**src/rtl/regfile_wb_arbiter_if.sv**
```systemverilog
// Writeback bus between the ALU/LSU requesters, the register-file write port
// and the decode-stage hazard query.
interface regfile_wb_arbiter_if #(
   parameter int ADDRESS_WIDTH = 5,
   parameter int DATA_WIDTH    = 32
);
   logic                     alu_valid;
   logic                     alu_ready;
   logic [ADDRESS_WIDTH-1:0] alu_id;
   logic [DATA_WIDTH-1:0]    alu_data;
   logic                     lsu_valid;
   logic                     lsu_ready;
   logic [ADDRESS_WIDTH-1:0] lsu_id;
   logic [DATA_WIDTH-1:0]    lsu_data;
   logic                     write_en;
   logic [ADDRESS_WIDTH-1:0] write_id;
   logic [DATA_WIDTH-1:0]    write_data;
   logic [ADDRESS_WIDTH-1:0] query1_id;
   logic [ADDRESS_WIDTH-1:0] query2_id;
   logic                     hazard1;
   logic                     hazard2;

   modport master (
      output alu_valid, alu_id, alu_data, lsu_valid, lsu_id, lsu_data, query1_id, query2_id,
      input  alu_ready, lsu_ready, write_en, write_id, write_data, hazard1, hazard2
   );

   modport slave (
      input  alu_valid, alu_id, alu_data, lsu_valid, lsu_id, lsu_data, query1_id, query2_id,
      output alu_ready, lsu_ready, write_en, write_id, write_data, hazard1, hazard2
   );
endinterface

```
**src/rtl/regfile_wb_arbiter.sv**
```systemverilog
// Two-requester register-file writeback arbiter: per-requester FIFOs, round-robin
// single write port, and combinational RAW hazard lookup over queued entries.
module regfile_wb_arbiter #(
   parameter int ADDRESS_WIDTH = 5,
   parameter int DATA_WIDTH    = 32,
   parameter int FIFO_DEPTH    = 2
) (
   input logic clk,
   input logic rst,
   regfile_wb_arbiter_if.slave bus
);
   localparam int PW = (FIFO_DEPTH > 1) ? $clog2(FIFO_DEPTH) : 1;
   localparam int CW = $clog2(FIFO_DEPTH + 1);

   typedef logic [ADDRESS_WIDTH-1:0] id_t;
   typedef logic [DATA_WIDTH-1:0]    data_t;
   typedef enum logic {GRANT_ALU = 1'b0, GRANT_LSU = 1'b1} grant_t;

   // Index 0 is the ALU queue, index 1 the LSU queue.
   id_t                   mem_id   [2][FIFO_DEPTH];
   data_t                 mem_data [2][FIFO_DEPTH];
   logic [FIFO_DEPTH-1:0] slot_vld [2];
   logic [PW-1:0]         rd_ptr   [2];
   logic [PW-1:0]         wr_ptr   [2];
   logic [CW-1:0]         count    [2];
   id_t                   in_id    [2];
   data_t                 in_data  [2];

   logic [1:0] req_valid, ready, push, pop, nonempty;
   grant_t     grant, last_grant;
   logic       sel;
   id_t        head_id;
   data_t      head_data;
   logic       write_en_q;
   id_t        write_id_q;
   data_t      write_data_q;
   logic       hit1, hit2;

   function automatic logic [PW-1:0] next_ptr(input logic [PW-1:0] p);
      return (p == PW'(FIFO_DEPTH - 1)) ? '0 : p + 1'b1;
   endfunction

   assign req_valid  = {bus.lsu_valid, bus.alu_valid};
   assign in_id[0]   = bus.alu_id;
   assign in_id[1]   = bus.lsu_id;
   assign in_data[0] = bus.alu_data;
   assign in_data[1] = bus.lsu_data;

   // NOTE: every always_comb output gets a default before any branch, so no latch is inferred.
   always_comb begin
      ready    = '0;
      nonempty = '0;
      for (int q = 0; q < 2; q++) begin
         ready[q]    = (count[q] < CW'(FIFO_DEPTH)) && !rst;
         nonempty[q] = (count[q] != '0);
      end
   end

   assign push          = req_valid & ready;
   assign bus.alu_ready = ready[0];
   assign bus.lsu_ready = ready[1];

   always_comb begin
      grant = GRANT_ALU;
      if (nonempty[0] && nonempty[1]) begin
         grant = (last_grant == GRANT_ALU) ? GRANT_LSU : GRANT_ALU;
      end else if (nonempty[1]) begin
         grant = GRANT_LSU;
      end
   end

   assign sel       = (grant == GRANT_LSU);
   assign pop[0]    = nonempty[0] && !sel;
   assign pop[1]    = nonempty[1] && sel;
   assign head_id   = mem_id[sel][rd_ptr[sel]];
   assign head_data = mem_data[sel][rd_ptr[sel]];

   // NOTE: queue storage carries no reset; slot_vld and count alone decide what is live.
   always_ff @(posedge clk) begin
      for (int q = 0; q < 2; q++) begin
         if (push[q]) begin
            mem_id[q][wr_ptr[q]]   <= in_id[q];
            mem_data[q][wr_ptr[q]] <= in_data[q];
         end
      end
   end

   // NOTE: state updates use non-blocking assignments so every flop samples pre-edge values.
   always_ff @(posedge clk) begin
      if (rst) begin
         for (int q = 0; q < 2; q++) begin
            rd_ptr[q]   <= '0;
            wr_ptr[q]   <= '0;
            count[q]    <= '0;
            slot_vld[q] <= '0;
         end
         last_grant   <= GRANT_LSU;
         write_en_q   <= 1'b0;
         write_id_q   <= '0;
         write_data_q <= '0;
      end else begin
         for (int q = 0; q < 2; q++) begin
            if (push[q]) begin
               wr_ptr[q]               <= next_ptr(wr_ptr[q]);
               slot_vld[q][wr_ptr[q]]  <= 1'b1;
            end
            if (pop[q]) begin
               rd_ptr[q]               <= next_ptr(rd_ptr[q]);
               slot_vld[q][rd_ptr[q]]  <= 1'b0;
            end
            if (push[q] && !pop[q]) begin
               count[q] <= count[q] + 1'b1;
            end else if (pop[q] && !push[q]) begin
               count[q] <= count[q] - 1'b1;
            end
         end
         if (|pop) begin
            last_grant <= grant;
            // Writes to register 0 are dropped but still consume the grant.
            write_en_q <= (head_id != '0);
            if (head_id != '0) begin
               write_id_q   <= head_id;
               write_data_q <= head_data;
            end
         end else begin
            write_en_q <= 1'b0;
         end
      end
   end

   assign bus.write_en   = write_en_q;
   assign bus.write_id   = write_id_q;
   assign bus.write_data = write_data_q;

   // The output register is excluded: the register file forwards same-cycle writes.
   always_comb begin
      hit1 = 1'b0;
      hit2 = 1'b0;
      for (int q = 0; q < 2; q++) begin
         for (int k = 0; k < FIFO_DEPTH; k++) begin
            if (slot_vld[q][k] && (mem_id[q][k] == bus.query1_id)) hit1 = 1'b1;
            if (slot_vld[q][k] && (mem_id[q][k] == bus.query2_id)) hit2 = 1'b1;
         end
      end
   end

   assign bus.hazard1 = hit1 && (bus.query1_id != '0) && !rst;
   assign bus.hazard2 = hit2 && (bus.query2_id != '0) && !rst;
endmodule

```
**src/flat_wrapper.sv**
```systemverilog
// flat-port wrapper written by rule: the top's interface ports become plain ports
module regfile_wb_arbiter_flat 
#(
   parameter int ADDRESS_WIDTH = 5,
   parameter int DATA_WIDTH    = 32,
   parameter int FIFO_DEPTH    = 2
)
  (clk, rst, bus_alu_valid, bus_alu_id, bus_alu_data, bus_lsu_valid, bus_lsu_id, bus_lsu_data, bus_query1_id, bus_query2_id, bus_alu_ready, bus_lsu_ready, bus_write_en, bus_write_id, bus_write_data, bus_hazard1, bus_hazard2);
  regfile_wb_arbiter_if #(.ADDRESS_WIDTH(ADDRESS_WIDTH), .DATA_WIDTH(DATA_WIDTH)) bus_i ();
  input logic clk;
  input logic rst;
  input wire logic [$bits(bus_i.alu_valid)-1:0] bus_alu_valid;
  input wire logic [$bits(bus_i.alu_id)-1:0] bus_alu_id;
  input wire logic [$bits(bus_i.alu_data)-1:0] bus_alu_data;
  input wire logic [$bits(bus_i.lsu_valid)-1:0] bus_lsu_valid;
  input wire logic [$bits(bus_i.lsu_id)-1:0] bus_lsu_id;
  input wire logic [$bits(bus_i.lsu_data)-1:0] bus_lsu_data;
  input wire logic [$bits(bus_i.query1_id)-1:0] bus_query1_id;
  input wire logic [$bits(bus_i.query2_id)-1:0] bus_query2_id;
  output wire logic [$bits(bus_i.alu_ready)-1:0] bus_alu_ready;
  output wire logic [$bits(bus_i.lsu_ready)-1:0] bus_lsu_ready;
  output wire logic [$bits(bus_i.write_en)-1:0] bus_write_en;
  output wire logic [$bits(bus_i.write_id)-1:0] bus_write_id;
  output wire logic [$bits(bus_i.write_data)-1:0] bus_write_data;
  output wire logic [$bits(bus_i.hazard1)-1:0] bus_hazard1;
  output wire logic [$bits(bus_i.hazard2)-1:0] bus_hazard2;
  assign bus_i.alu_valid = bus_alu_valid;
  assign bus_i.alu_id = bus_alu_id;
  assign bus_i.alu_data = bus_alu_data;
  assign bus_i.lsu_valid = bus_lsu_valid;
  assign bus_i.lsu_id = bus_lsu_id;
  assign bus_i.lsu_data = bus_lsu_data;
  assign bus_i.query1_id = bus_query1_id;
  assign bus_i.query2_id = bus_query2_id;
  assign bus_alu_ready = bus_i.alu_ready;
  assign bus_lsu_ready = bus_i.lsu_ready;
  assign bus_write_en = bus_i.write_en;
  assign bus_write_id = bus_i.write_id;
  assign bus_write_data = bus_i.write_data;
  assign bus_hazard1 = bus_i.hazard1;
  assign bus_hazard2 = bus_i.hazard2;
  regfile_wb_arbiter #(.ADDRESS_WIDTH(ADDRESS_WIDTH), .DATA_WIDTH(DATA_WIDTH), .FIFO_DEPTH(FIFO_DEPTH)) u_core (.clk(clk), .rst(rst), .bus(bus_i));
endmodule
```
**config.mk**
```make
export PLATFORM = sky130hd
export DESIGN_NAME = regfile_wb_arbiter_flat
export DESIGN_NICKNAME = d
export VERILOG_FILES = /design/src/rtl/regfile_wb_arbiter_if.sv /design/src/rtl/regfile_wb_arbiter.sv /design/src/flat_wrapper.sv
export SDC_FILE = /design/constraint.sdc
export NUM_CORES = 1
export LEC_CHECK = 0
export BUFFER_PORTS_ARGS = -buffer_cell sky130_fd_sc_hd__buf_2
export CAP_MARGIN = 25
export CORE_AREA = 2 2 143 145
export CTS_CLUSTER_DIAMETER = 200
export DETAILED_ROUTE_END_ITERATION = 8
export DIE_AREA = 0 0 145 147
export GPL_TIMING_DRIVEN = 0
export HOLD_SLACK_MARGIN = 0.03
export PLACE_DENSITY = 0.67
export SYNTH_ARGS = -nofsm -noshare
export SYNTH_HDL_FRONTEND = slang
export SYNTH_SLANG_ARGS = --single-unit
```
**constraint.sdc**
```tcl
create_clock -name clk -period 3.9 [get_ports clk]
set_clock_uncertainty 0.1 [all_clocks]
set_input_delay 0.39 -clock clk [delete_from_list [all_inputs] [get_ports clk]]
set_output_delay 0.39 -clock clk [all_outputs]
set_load 0.02 [all_outputs]
```
---- Word level (Yosys, flattened, before mapping) ----
Memories as Yosys holds them, arrays and structs flattened.
Index checks and enable logic that the tools add are counted.
storage, ports and cells
  memories ................................ 6
  input port bits ......................... 88
  output and inout bits ................... 42
  logic and storage cells ................. 192
  RAM bits ................................ 160
  flip-flop bits (word level) ............. 39
cells by class
  $add $sub $neg .......................... 8
  equality and inequality tests ........... 8
  bitwise logic cells ..................... 21
  reduce and logical (&&, ||, !) cells .... 41
  mux-type cells .......................... 89
  $lt $le $gt $ge ......................... 15
memories
  name             words  bits a word  rd ports  clocked after memory_dff  write ports  RTL line                  source
  u_core.mem_data  2      64           1         0                         2            regfile_wb_arbiter.sv:21  data_t mem_data [2][FIFO_DEPTH];
  u_core.mem_id    2      10           3         0                         2            regfile_wb_arbiter.sv:20  id_t mem_id [2][FIFO_DEPTH];
  u_core.count     2      2            2         0                         2            regfile_wb_arbiter.sv:25  logic [CW-1:0] count [2];
  u_core.slot_vld  2      2            2         0                         2            regfile_wb_arbiter.sv:22  logic [FIFO_DEPTH-1:0] slot_vld [2];
  u_core.rd_ptr    2      1            3         0                         2            regfile_wb_arbiter.sv:23  logic [PW-1:0] rd_ptr [2];
  u_core.wr_ptr    2      1            2         0                         2            regfile_wb_arbiter.sv:24  logic [PW-1:0] wr_ptr [2];
operators with widths
  kind                 count
  $mux 32              5
  $mux 64              2
  $demux 32 s1         2
  $mux 1               59
  $eq 5x5->1           8
  $logic_and 1x1->1    27
  $mux 5               5
  $mux 10              2
  $mux 2               8
  $or 1x1->1           16
  $reduce_bool 5->1    3
  $demux 5 s1          2
  $lt 1x2->1 const B   4
  $ge 2x2->1 const B   3
  $logic_not 1->1      6
  $not 1->2            3
  $add 1x1->1 const B  4
  $add 2x1->2 const B  2
  $demux 1 s1          4
  $ge 1x1->1 const B   4
  $lt 2x1->1 const B   2
  $lt 2x2->1 const B   2
  $reduce_bool 2->1    2
  $reduce_or 2->1      2
  other kinds (4)      5

---- Logic depth before layout (Yosys ltp) ----
  depth in word-level cells ............... 12
  gate-level depth with buffers ........... 10
  gate-level depth less buffers ........... 8

---- Worst setup path before layout ----
Ideal clock, no wire load.
  path type ............................... flip-flop to flip-flop
  start ................................... mem u_core.count[0][1] (netlist name)
  end ..................................... mem u_core.slot_vld[0][1] (enable)
  clock period less this slack ............ 3.279 ns
  path slack .............................. 0.621 ns
  library setup time ...................... 0.333 ns
  data required time ...................... 3.467 ns
  stages on the path, launching flop included .. 5
  arrival ................................. 2.845 ns
  buffers on the path ..................... 0
  cell sequence ........................... edfxtp_1 > nor2_1 > nand2_1 > nor2_1 > o21ai_0
RTL lines
  element      RTL line
  from (decl)  regfile_wb_arbiter.sv:25
  to (decl)    regfile_wb_arbiter.sv:22

==> results summary <==
For this run, design rule violations remaining after detail routing come to 0. The overall power of the completed layout came out at 7.79 mW. The die extent in x is 145 um. The number of clock sinks came out at 199. For this run, the share of the core covered by cells in the final layout is 0.520. The count of final setup violators came out at 0. After detailed routing, the average wire length per cell comes to 19.1 um. The setup slack after layout came out at 0.744 ns. The fmax came out at 317 MHz. The die is 147 um tall. Setup repair after global routing left no endpoint under its margin. The worst IR drop on VDD came out at 0.492 mV. The buffer count from post-CTS setup fixing came out at 0.

The start-to-end type of the worst setup path is register to register. The global-route usage over all layers is 0.190. The clock passes through at most 2 buffers. The first-pass GRT wire length came out at 31,000 um. The tool flagged a number of max-cap violations equal to 0.

The count of flip-flops with a built-in enable after synthesis came out at 158. The number of warnings reported in the yosys synthesis log came out at 0. The netlist area before placement came out at 0.00872 mm2. The post-synthesis sequential area ratio is 0.639. The fraction of the cycle the final worst path needs is 0.809.

The headroom to the max-slew limit is 0.560. The run finished with clean final reports. After clock tree synthesis, the flow added hold-fix buffers numbering 0. At the worst endpoint, the required time is 4.11 ns. The count of cells along the worst hold path came out at 1. The final wirelength is 19,900 um. The port buffer count came out at 119. The post-detailed-route count of antenna-violating nets came out at 0. The average instance in the mapped netlist occupies 14.2 um2.

The transition time of the tightest slew-check pin came out at 0.660 ns. The max-slew violation count came out at 0. The power density over cell area came out at 755 mW/mm2.

The largest fanout of any net on the critical path came out at 10. By instance count, the leading cell after synthesis is sky130_fd_sc_hd__edfxtp_1. The number of nets in the layout is 848.

The startpoint of the most critical hold path is bus_lsu_data[10]. The region available for standard cell placement spans 0.0198 mm2. Among all flip-flop cells after synthesis, the most frequent one is sky130_fd_sc_hd__edfxtp_1. The layout overhead on the synthesized area came out at 18.3%. The number of optimization iterations in the first detailed-route pass came out at 5.

The detailed router's first-iteration violation count came out at 364. The final non-filler cell area is 0.0103 mm2. The minimum period implied by the final worst setup slack is 3.16 ns. The commonest cells after synthesis are sky130_fd_sc_hd__edfxtp_1, sky130_fd_sc_hd__mux2i_1, sky130_fd_sc_hd__dfxtp_1, sky130_fd_sc_hd__mux2_2, sky130_fd_sc_hd__nor2b_1. The cell accounting for the most synthesized area is sky130_fd_sc_hd__edfxtp_1. The via count of the first global-routing pass is 5,724. The worst hold path belongs to the class input pin to register. The detailed-route via count is 5,508.

The startpoint of the most critical setup path is u_core.count[1][0]$_DFFE_PP_. The CTS root buffer is sky130_fd_sc_hd__clkbuf_16. TritonCTS built the clock tree.

The maximum number of pins on one net before global-route repair came out at 31. The total count of hold-check failures in the final report came out at 0. The overall die area came out at 0.0213 mm2.

The clock latency reported for the late side of the worst-skew pair is 0.42 ns. The clock slew at the register clock pins of the worst setup and hold paths is 0.07 ns. In this run the count of I/O pins placed on the die edge is 130. The share of the synthesized area in the top cell type came out at 0.544. The number of library cell types mapped by synthesis is 47. The level count of the clock H-tree is 4. Counting cells, the worst reg-to-reg path comes to 8. The total clock buffers created by CTS is 17. The final HPWL from detailed placement came out at 14,900 um. At the end of routability-driven placement, the weighted congestion stood at 0.938.

The number of gates given a new drive strength after cts is 0. Data arrives at the worst endpoint at 3.37 ns. The floorplan has 52 rows. The synthesized design contains 199 register bits. The global route total overflow came out at 0. The worst setup path is launched from a register. The share of post-route cells with drive strength above 1 came out at 0.279. The worst setup timing slack at the placement stage is 0.726 ns. The cell area after placement is 0.00976 mm2. STA classifies the critical path endpoint as a register. The number of vias per cell came out at 5.28. The standby leakage power is 3.78 nW. The net count after synthesis is 705.

Synthesis handed over a netlist of 615 instances. The initial standard-cell utilization of the core is 0.439. The initial antenna violation count is 3.

The proportion of register bits with asynchronous set or reset after synthesis came out at 0. In the post-synthesis netlist, the biggest area contributors are sky130_fd_sc_hd__edfxtp_1, sky130_fd_sc_hd__dfxtp_1, sky130_fd_sc_hd__mux2i_1, sky130_fd_sc_hd__mux2_2, sky130_fd_sc_hd__o41ai_1. The worst register-to-register path begins at u_core.count[1][0]$_DFFE_PP_.
## layout make-up
cell class | instances | area (um2)
plain buffers | 47 | 259
well taps | 270 | 338
diodes | 2 | 5.00
flip-flops and latches | 199 | 5570
clock inverters | 13 | 100
repair buffers | 124 | 701
multi-input cells | 366 | 2900
clock buffers | 19 | 433
fillers | 1714 | 9530
inverters | 3 | 11.3
## flip-flops by register name, indices dropped and copies added (netlist names)
register and flops:
u_core.bus.write_en 1, u_core.mem_data 128, u_core.last_grant 1, u_core.bus.write_id 5, u_core.bus.write_data 32, u_core.mem_id 20
u_core.wr_ptr 2, u_core.count 4, u_core.slot_vld 4, u_core.rd_ptr 2
## critical path, stage by stage (launching register included)
cell	delay, ns
sky130_fd_sc_hd__edfxtp_1	0.39
sky130_fd_sc_hd__inv_1	0.09
sky130_fd_sc_hd__ha_1	0.31
sky130_fd_sc_hd__o21bai_2	0.19
sky130_fd_sc_hd__mux2i_2	0.38
sky130_fd_sc_hd__buf_2	0.33
sky130_fd_sc_hd__buf_1	0.55
sky130_fd_sc_hd__mux2_2	0.42
sky130_fd_sc_hd__o41ai_1	0.27
## layout by cell type (no fill, tap or decap), drive strengths merged, types with 3 or more instances in the layout
cell type / count
edfxtp: 158
buf: 140
mux2i: 72
clkbuf: 49
dfxtp: 41
o21ai: 40
mux2: 35
nor2b: 34
xor2: 32
o41ai: 32
nor2: 23
nand2b: 10
nor4: 10
xnor2: 9
nand2: 7
a21oi: 7
inv: 7
clkinv: 6
nand3b: 5
nor3: 5
nand3: 4
a31oi: 4
o221ai: 4
a22o: 4
and3: 4
or3: 3
o21a: 3
clkinvlp: 3
o21bai: 3
## logic make-up after synthesis
logic type / after synthesis / synth area share
flops: 199 / 0.639
buf+inv: 50 / 0.0310
simple gates: 111 / 0.0709
compound gates: 105 / 0.0863
fa+ha+maj: 2 / 0.00287
xor+xnor: 41 / 0.0412
mux: 107 / 0.129
## worst paths after layout
path | to | slack, ns
hold reg to reg | u_core.bus.write_id[2]$_SDFFE_PP0P_ | 0.42
setup reg to reg | u_core.bus.write_data[17]$_SDFFE_PP0P_ | 0.74
setup / recovery | u_core.bus.write_data[17]$_SDFFE_PP0P_ | 0.74
hold / removal | u_core.mem_data[1][10]$_DFFE_PP_ | 0.05
## routing by layer
| metal | GRT usage | vias to the layer above | part of all wire |
|---|---|---|---|
| met5 | 0 | - | 0.00070 |
| met4 | 0.0550 | 4 | 0.015 |
| met3 | 0.0481 | 25 | 0.058 |
| met2 | 0.334 | 171 | 0.50 |
| met1 | 0.234 | 2683 | 0.42 |
| li1 | - | 2625 | - |
## power breakdown
| group | internal [mW] | switching, mW | leakage, nW | total [mW] |
|---|---|---|---|---|
| Sequential | 2.65 | 0.209 | 1.80 | 2.86 |
| Combinational | 1.49 | 1.85 | 1.73 | 3.34 |
| Clock | 0.824 | 0.764 | 0.254 | 1.59 |
| Total | 4.96 | 2.83 | 3.78 | 7.79 |
## stage by stage
step,instances,TNS (ns),hold slack [ns]
floorplan,615,0,0.381
global placement,1004,-12.46,0.390
detailed placement,1008,0,0.398
CTS,1040,0,0.0303
global route,1041,0,0.0329
finish,1043,0,0.0511
(Power assumes the default switching activity.)
